===== config.mk =====
export PLATFORM = sky130hd
export DESIGN_NAME = huge_page_manager
export DESIGN_NICKNAME = d
export VERILOG_FILES = /design/src/rtl/huge_page_manager.sv
export SDC_FILE = /design/constraint.sdc
export NUM_CORES = 1
export LEC_CHECK = 0
export CAP_MARGIN = 20
export CORE_MARGIN = 3
export CORE_UTILIZATION = 52
export DETAILED_ROUTE_END_ITERATION = 16
export PLACE_DENSITY = 0.82
export REMOVE_ABC_BUFFERS = 1
export SLEW_MARGIN = 20
export SYNTH_ARGS = -nofsm -noshare
export SYNTH_HDL_FRONTEND = slang
export SYNTH_SLANG_ARGS = --single-unit

===== constraint.sdc =====
create_clock -name clk -period 4.95 [get_ports clk]
set_input_delay 0.495 -clock clk [delete_from_list [all_inputs] [get_ports clk]]
set_output_delay 0.495 -clock clk [all_outputs]
set_load 0.01 [all_outputs]

===== src/rtl/huge_page_manager.sv =====
// huge_page_manager: ping-pong huge page arming, qword accounting and header/close handshake
module huge_page_manager (
  input  logic        clk,
  input  logic        reset,
  input  logic        reg_wr_en,
  input  logic [1:0]  reg_wr_addr,
  input  logic [31:0] reg_wr_data,
  input  logic        change_huge_page,
  input  logic        send_last_tlp_change_huge_page,
  input  logic        tlp_sent,
  input  logic [8:0]  tlp_qwords,
  output logic        change_huge_page_ack,
  output logic        page_valid,
  output logic [63:0] tlp_wr_addr,
  output logic        hdr_wr_req,
  output logic [63:0] hdr_wr_addr,
  output logic [18:0] hdr_wr_qwords,
  input  logic        hdr_wr_ack
);
  typedef enum logic [2:0] {IDLE, WAIT_LAST, HDR, SWITCH, WAIT_PAGE, ACK, HOLD} state_t;
  state_t            state_q, state_d;
  logic [1:0][63:0]  base_q, base_d;
  logic [1:0]        armed_q, armed_d;
  logic              active_q, active_d;
  logic [18:0]       cnt_q, cnt_d;
  logic              pg;
  logic [18:0]       cnt_add;
  assign pg = reg_wr_addr[1];
  assign cnt_add = cnt_q + {10'd0, tlp_qwords};
  always_comb begin
    state_d  = state_q;
    base_d   = base_q;
    armed_d  = armed_q;
    active_d = active_q;
    cnt_d    = cnt_q;
    if (reg_wr_en && !armed_q[pg]) begin
      if (reg_wr_addr[0]) begin
        base_d[pg][63:32] = reg_wr_data;
        armed_d[pg]       = 1'b1;
      end else begin
        base_d[pg][31:0] = reg_wr_data;
      end
    end
    case (state_q)
      IDLE: begin
        cnt_d   = tlp_sent ? cnt_add : cnt_q;
        state_d = send_last_tlp_change_huge_page ? WAIT_LAST : change_huge_page ? HDR : IDLE;
      end
      WAIT_LAST: begin
        cnt_d   = tlp_sent ? cnt_add : cnt_q;
        state_d = tlp_sent ? HDR : WAIT_LAST;
      end
      HDR:       state_d = hdr_wr_ack ? SWITCH : HDR;
      SWITCH: begin
        armed_d[active_q] = 1'b0;
        active_d          = !active_q;
        cnt_d             = 19'd16;
        state_d           = WAIT_PAGE;
      end
      WAIT_PAGE: state_d = armed_q[active_q] ? ACK : WAIT_PAGE;
      ACK:       state_d = HOLD;
      HOLD:      state_d = (change_huge_page || send_last_tlp_change_huge_page) ? HOLD : IDLE;
      default:   state_d = IDLE;
    endcase
  end
  always_ff @(posedge clk) begin
    if (reset) begin
      state_q  <= IDLE;
      base_q   <= '0;
      armed_q  <= '0;
      active_q <= 1'b0;
      cnt_q    <= 19'd16;
    end else begin
      state_q  <= state_d;
      base_q   <= base_d;
      armed_q  <= armed_d;
      active_q <= active_d;
      cnt_q    <= cnt_d;
    end
  end
  assign page_valid           = armed_q[active_q];
  assign tlp_wr_addr          = base_q[active_q] + {42'd0, cnt_q, 3'b000};
  assign change_huge_page_ack = state_q == ACK;
  assign hdr_wr_req           = state_q == HDR;
  assign hdr_wr_addr          = hdr_wr_req ? base_q[active_q] : 64'd0;
  assign hdr_wr_qwords        = hdr_wr_req ? cnt_q : 19'd0;
endmodule


==> results.md <==
Place:
- In this run the tool buffered the top-level ports with 199 buffer cells.
- The congestion estimate from routability-driven global placement came to 0.949.
- After legalization and detailed placement, the total HPWL measured 20200 um.
- The area after detailed placement is 11300 um^2.
- Once placement completed, the tool counted placed cells totaling 1596.

Power and ir drop:
- The net switching power of the design is 0.000889 W.
- Combinational logic burns 18.7% of the power.
- The internal portion of the total power is 0.00234 W.
- The cell leakage power is 4.31 nW.
- The total power after layout is 0.00323 W.
- The cell area power density is 270 nW/um^2.
- Registers are responsible for 41.6% of the overall power.
- In this run switching power makes up 27.6% of total power.
- The clock group share of total power is 39.7%.
- Across the VDD grid, the largest voltage drop is 0.256 mV.

Drt:
- The number of DRC violations after detailed-routing iteration 0 is 786.
- Wires add up to 28900 um.
- The first-pass iteration count of the detailed router is 5.
- After detailed routing, the number of remaining DRC violations is 0.
- After detailed routing, the number of vias per cell comes to 5.81.
- In the final routed layout, each cell accounts on average for 17.8 um.
- The detailed router placed 9458 vias in this run.
- The count of nets left with antenna violations after detail routing is 0.

Floorplanning:
- The full die area is 19500 um^2.
- The placeable core area is 17400 um^2.
- The number of placement rows is 48.
- The chip height is 140 um.
- In this run the horizontal extent of the chip is 140 um.
- The initial standard-cell utilization of the core is 53.5%.
- In this run the count of I/O pins placed on the die edge is 200.

Setup path:
- STA puts the critical path data required time at 4.45 ns.
- On the worst path, the slowest cell contributes a delay of 0.63 ns.
- Walking the worst path, the cells encountered are mux2_2 > ha_1 > fa_1 > a21oi_1 > nand4b_1 > a21oi_1 > o211a_1 > o311ai_2 > nor3_1 > xnor2_1 > clkdlybuf4s50_1.
- The maximum fanout along the worst path is 13.
- The slowest stage of the critical path is the sky130_fd_sc_hd__o311ai_2 cell.
- Data arrives at the worst endpoint at 4.25 ns.
- The worst setup path is launched from a register.
- STA classifies the critical path endpoint as an output pin.
- The cell repeated most along the worst path is sky130_fd_sc_hd__a21oi_1.
- The critical path start-end classification is register to output pin.

Layout:
- The count of cells in the finished layout, fillers not included, comes to 1628.
- The final layout net count is 1472.
- Compared with the post-synthesis result, the final layout area differs by 28.9%.
- The multi-input combinational cell area is 5890 um^2.
- Cells with a size suffix above 1 make up 6.49% of the layout.
- Summing all non-filler instances in the final layout gives an area of 12000 um^2.
- The number of antenna diodes is 0.
- The sequential cells in the finished layout cover a total of 3070 um^2.
- Fill cells in the final layout number 1428.

STA:
- The share of the cycle needed by the critical path after routing is 95.8%.
- Timing would allow up to 0.211 GHz.
- The slew at the pin closest to its max-slew limit is 0.916 ns.
- Setup repair after global routing left no endpoint under its margin.
- Between clock sinks in the finished design, the worst skew comes to 0.00484 ns.
- The worst max-slew margin expressed relative to the limit is 38.8%.
- The final count of pins violating max slew is 0.
- In the final timing run, aggregate negative setup slack is 0 ns.
- The number of failing hold endpoints at the final stage is 0.
- Setup violations remaining at the end of the flow were counted as 0.
- The time the final worst path needs with I/O delays and setup is 4.74 ns.

Synthesis:
- Yosys mapped the design onto 61 distinct sky130hd cell types.
- The gate count of the mapped netlist is 1236.
- The number of enable-type register cells in the synthesized netlist is 0.
- A synthesized cell averages 7.51 um^2.
- The biggest area contributor in the post-synthesis netlist is sky130_fd_sc_hd__dfxtp_1.
- Summing the sequential cell areas from Yosys gives 33.0% of the chip area.
- The Yosys step of the flow raised 0 warnings.
- The most numerous cell in the Yosys netlist is sky130_fd_sc_hd__nand2_1.
- The top cell type's share of synthesized area is 33.0%.
- Ranked by instance count, the synthesized netlist is headed by sky130_fd_sc_hd__nand2_1, sky130_fd_sc_hd__a21oi_1, sky130_fd_sc_hd__dfxtp_1.
- Synthesis inferred 153 register bits.
- The combined area of all synthesized cells is 9280 um^2.
- Counting flops with an async set or reset pin after synthesis yields a share of 0%.
- The most used flip-flop cell after synthesis is sky130_fd_sc_hd__dfxtp_1.
- Yosys attributes the largest share of cell area to sky130_fd_sc_hd__dfxtp_1, sky130_fd_sc_hd__nand2_1, sky130_fd_sc_hd__a21oi_1, sky130_fd_sc_hd__xor2_1, sky130_fd_sc_hd__ha_1.

GRT:
- The number of antenna violations at the first check in global routing is 0.
- The pin count of the biggest net entering global routing is 113.
- The total overflow reported by the global router is 0.
- The first global-routing pass estimated 46500 um of wire.
- The number of global-route vias before repair is 9094.
- For this run, the total global-route usage over all layers was measured as 29.0%.

Clock tree:
- The clock tree synthesis step divided the H-tree into 4 levels.
- The total clock sinks is 153.
- TritonCTS built the clock tree.
- The CTS buffer count is 17.
- The total of hold buffers inserted after clock tree synthesis is 0.
- The clock tree root buffer cell is sky130_fd_sc_hd__clkbuf_16.
- For the worst-skew pair, the clock arrives at the later sink with an insertion delay of 0.42 ns.
- Counting along the longest clock path gives a buffer depth of 2.
- Clock-pin slew was measured on the worst setup and hold paths at 0.06 ns.

Job:
- Across the run, the number of max-cap violations was 0.

Outcome:
- The run finished with clean final reports.

Worst hold path:
- The class of the worst hold path is register to register.
-- metrics by stage --
step	hold slack [ns]	util, %	worst slack (ns)
5_1_grt	0.471	68.9	0.0254
3_3_place_gp	0.438	65.4	0.532
6_report	0.449	68.9	0.210
3_5_place_dp	0.444	65.4	0.479
4_1_cts	0.452	68.7	0.0170
2_1_floorplan	0.426	-	-1.52
-- state kept, by name, summed over array words and instances (netlist names) --
name / cells
base_q: 128
active_q: 1
state_q: 3
armed_q: 2
cnt_q: 19
-- area by class of cell --
type | count | share of cell area (%)
Clock inverter | 8 | 0.795
Inverter | 7 | 0.220
Tap cell | 225 | 2.35
Multi-Input combinational cell | 999 | 49.2
Sequential cell | 153 | 25.6
Timing Repair Buffer | 214 | 17.7
Clock buffer | 22 | 4.05
-- path summary, 6_finish.rpt --
kind               from  depth (start not counted)  slack (ns)               to
max            active_q                         11        0.21  tlp_wr_addr[57]
min          base_q[53]                          2        0.45       base_q[53]
max reg2reg    cnt_q[1]                          8        2.62        cnt_q[13]
min reg2reg  base_q[53]                          2        0.45       base_q[53]
-- power by group through the flow --
| stage | Combinational [W] | Clock [W] | Sequential [W] |
|---|---|---|---|
| 4_1_cts | 0.000596 | 0.00129 | 0.00134 |
| 6_report | 0.000604 | 0.00128 | 0.00134 |
| 3_3_place_gp | 0.000581 | 0 | 0.00137 |
| 2_1_floorplan | 0.000325 | 0 | 0.00136 |
| 3_5_place_dp | 0.000592 | 0 | 0.00137 |
| 5_1_grt | 0.000661 | 0.00134 | 0.00135 |
-- layout by cell type, fill, tap and decap left out, drive strengths merged, types with 7 or more instances in the layout --
cell           netlist  final
nand4               15     15
a21o                13     13
o21ai               19     19
ha                  28     28
and2                46     46
a21oi              177    177
xor2                47     47
inv                  7      7
clkbuf              58     22
a32oi                7      7
dfxtp              153    153
xnor2               30     30
clkdlybuf4s50        0    198
nor2                89     89
mux2                24     24
nor2b               15     15
nand3               43     43
nand2              306    306
nor3                 8      8
nand4b               7      7
nand2b               7      7
nand3b               9      9
mux2i               30     30
buf                 19     16
-- routing by layer --
layer  share of wire (%)  GRT usage [%]  vias to the layer above  wire length, um
li1                    -              -                     4538                -
met1                  42           37.6                     4384            12200
met2                  46           47.9                      472            13400
met3                 8.8           5.98                       64             2540
met4                 2.7           10.9                        0              791
met5                   0              0                        -                0
-- cells by family after synthesis --
group	synth area share, %
AO/OA/AOI/OAI	16.6
XOR/XNOR	7.27
adder cells (fa/ha/maj)	4.21
buffers and inverters	3.90
flip-flops	33.0
multiplexers	6.15
AND/OR/NAND/NOR	28.9
-- worst max-delay path: cells and delay by family, from the launching register on --
family | cells | cell delay, ns
adder cells (fa/ha/maj) | 2 | 0.61
multiplexers | 1 | 0.37
XOR/XNOR | 1 | 0.20
AO/OA/AOI/OAI | 4 | 1.27
flip-flops | 1 | 0.47
AND/OR/NAND/NOR | 2 | 0.34
buffers and inverters | 1 | 0.57
-- timing repair --
item	CTS	global route
endpoints found under the setup margin	0	20
resized for setup	0	2
setup buffers	0	2
Power figures use the tool's default switching activity.
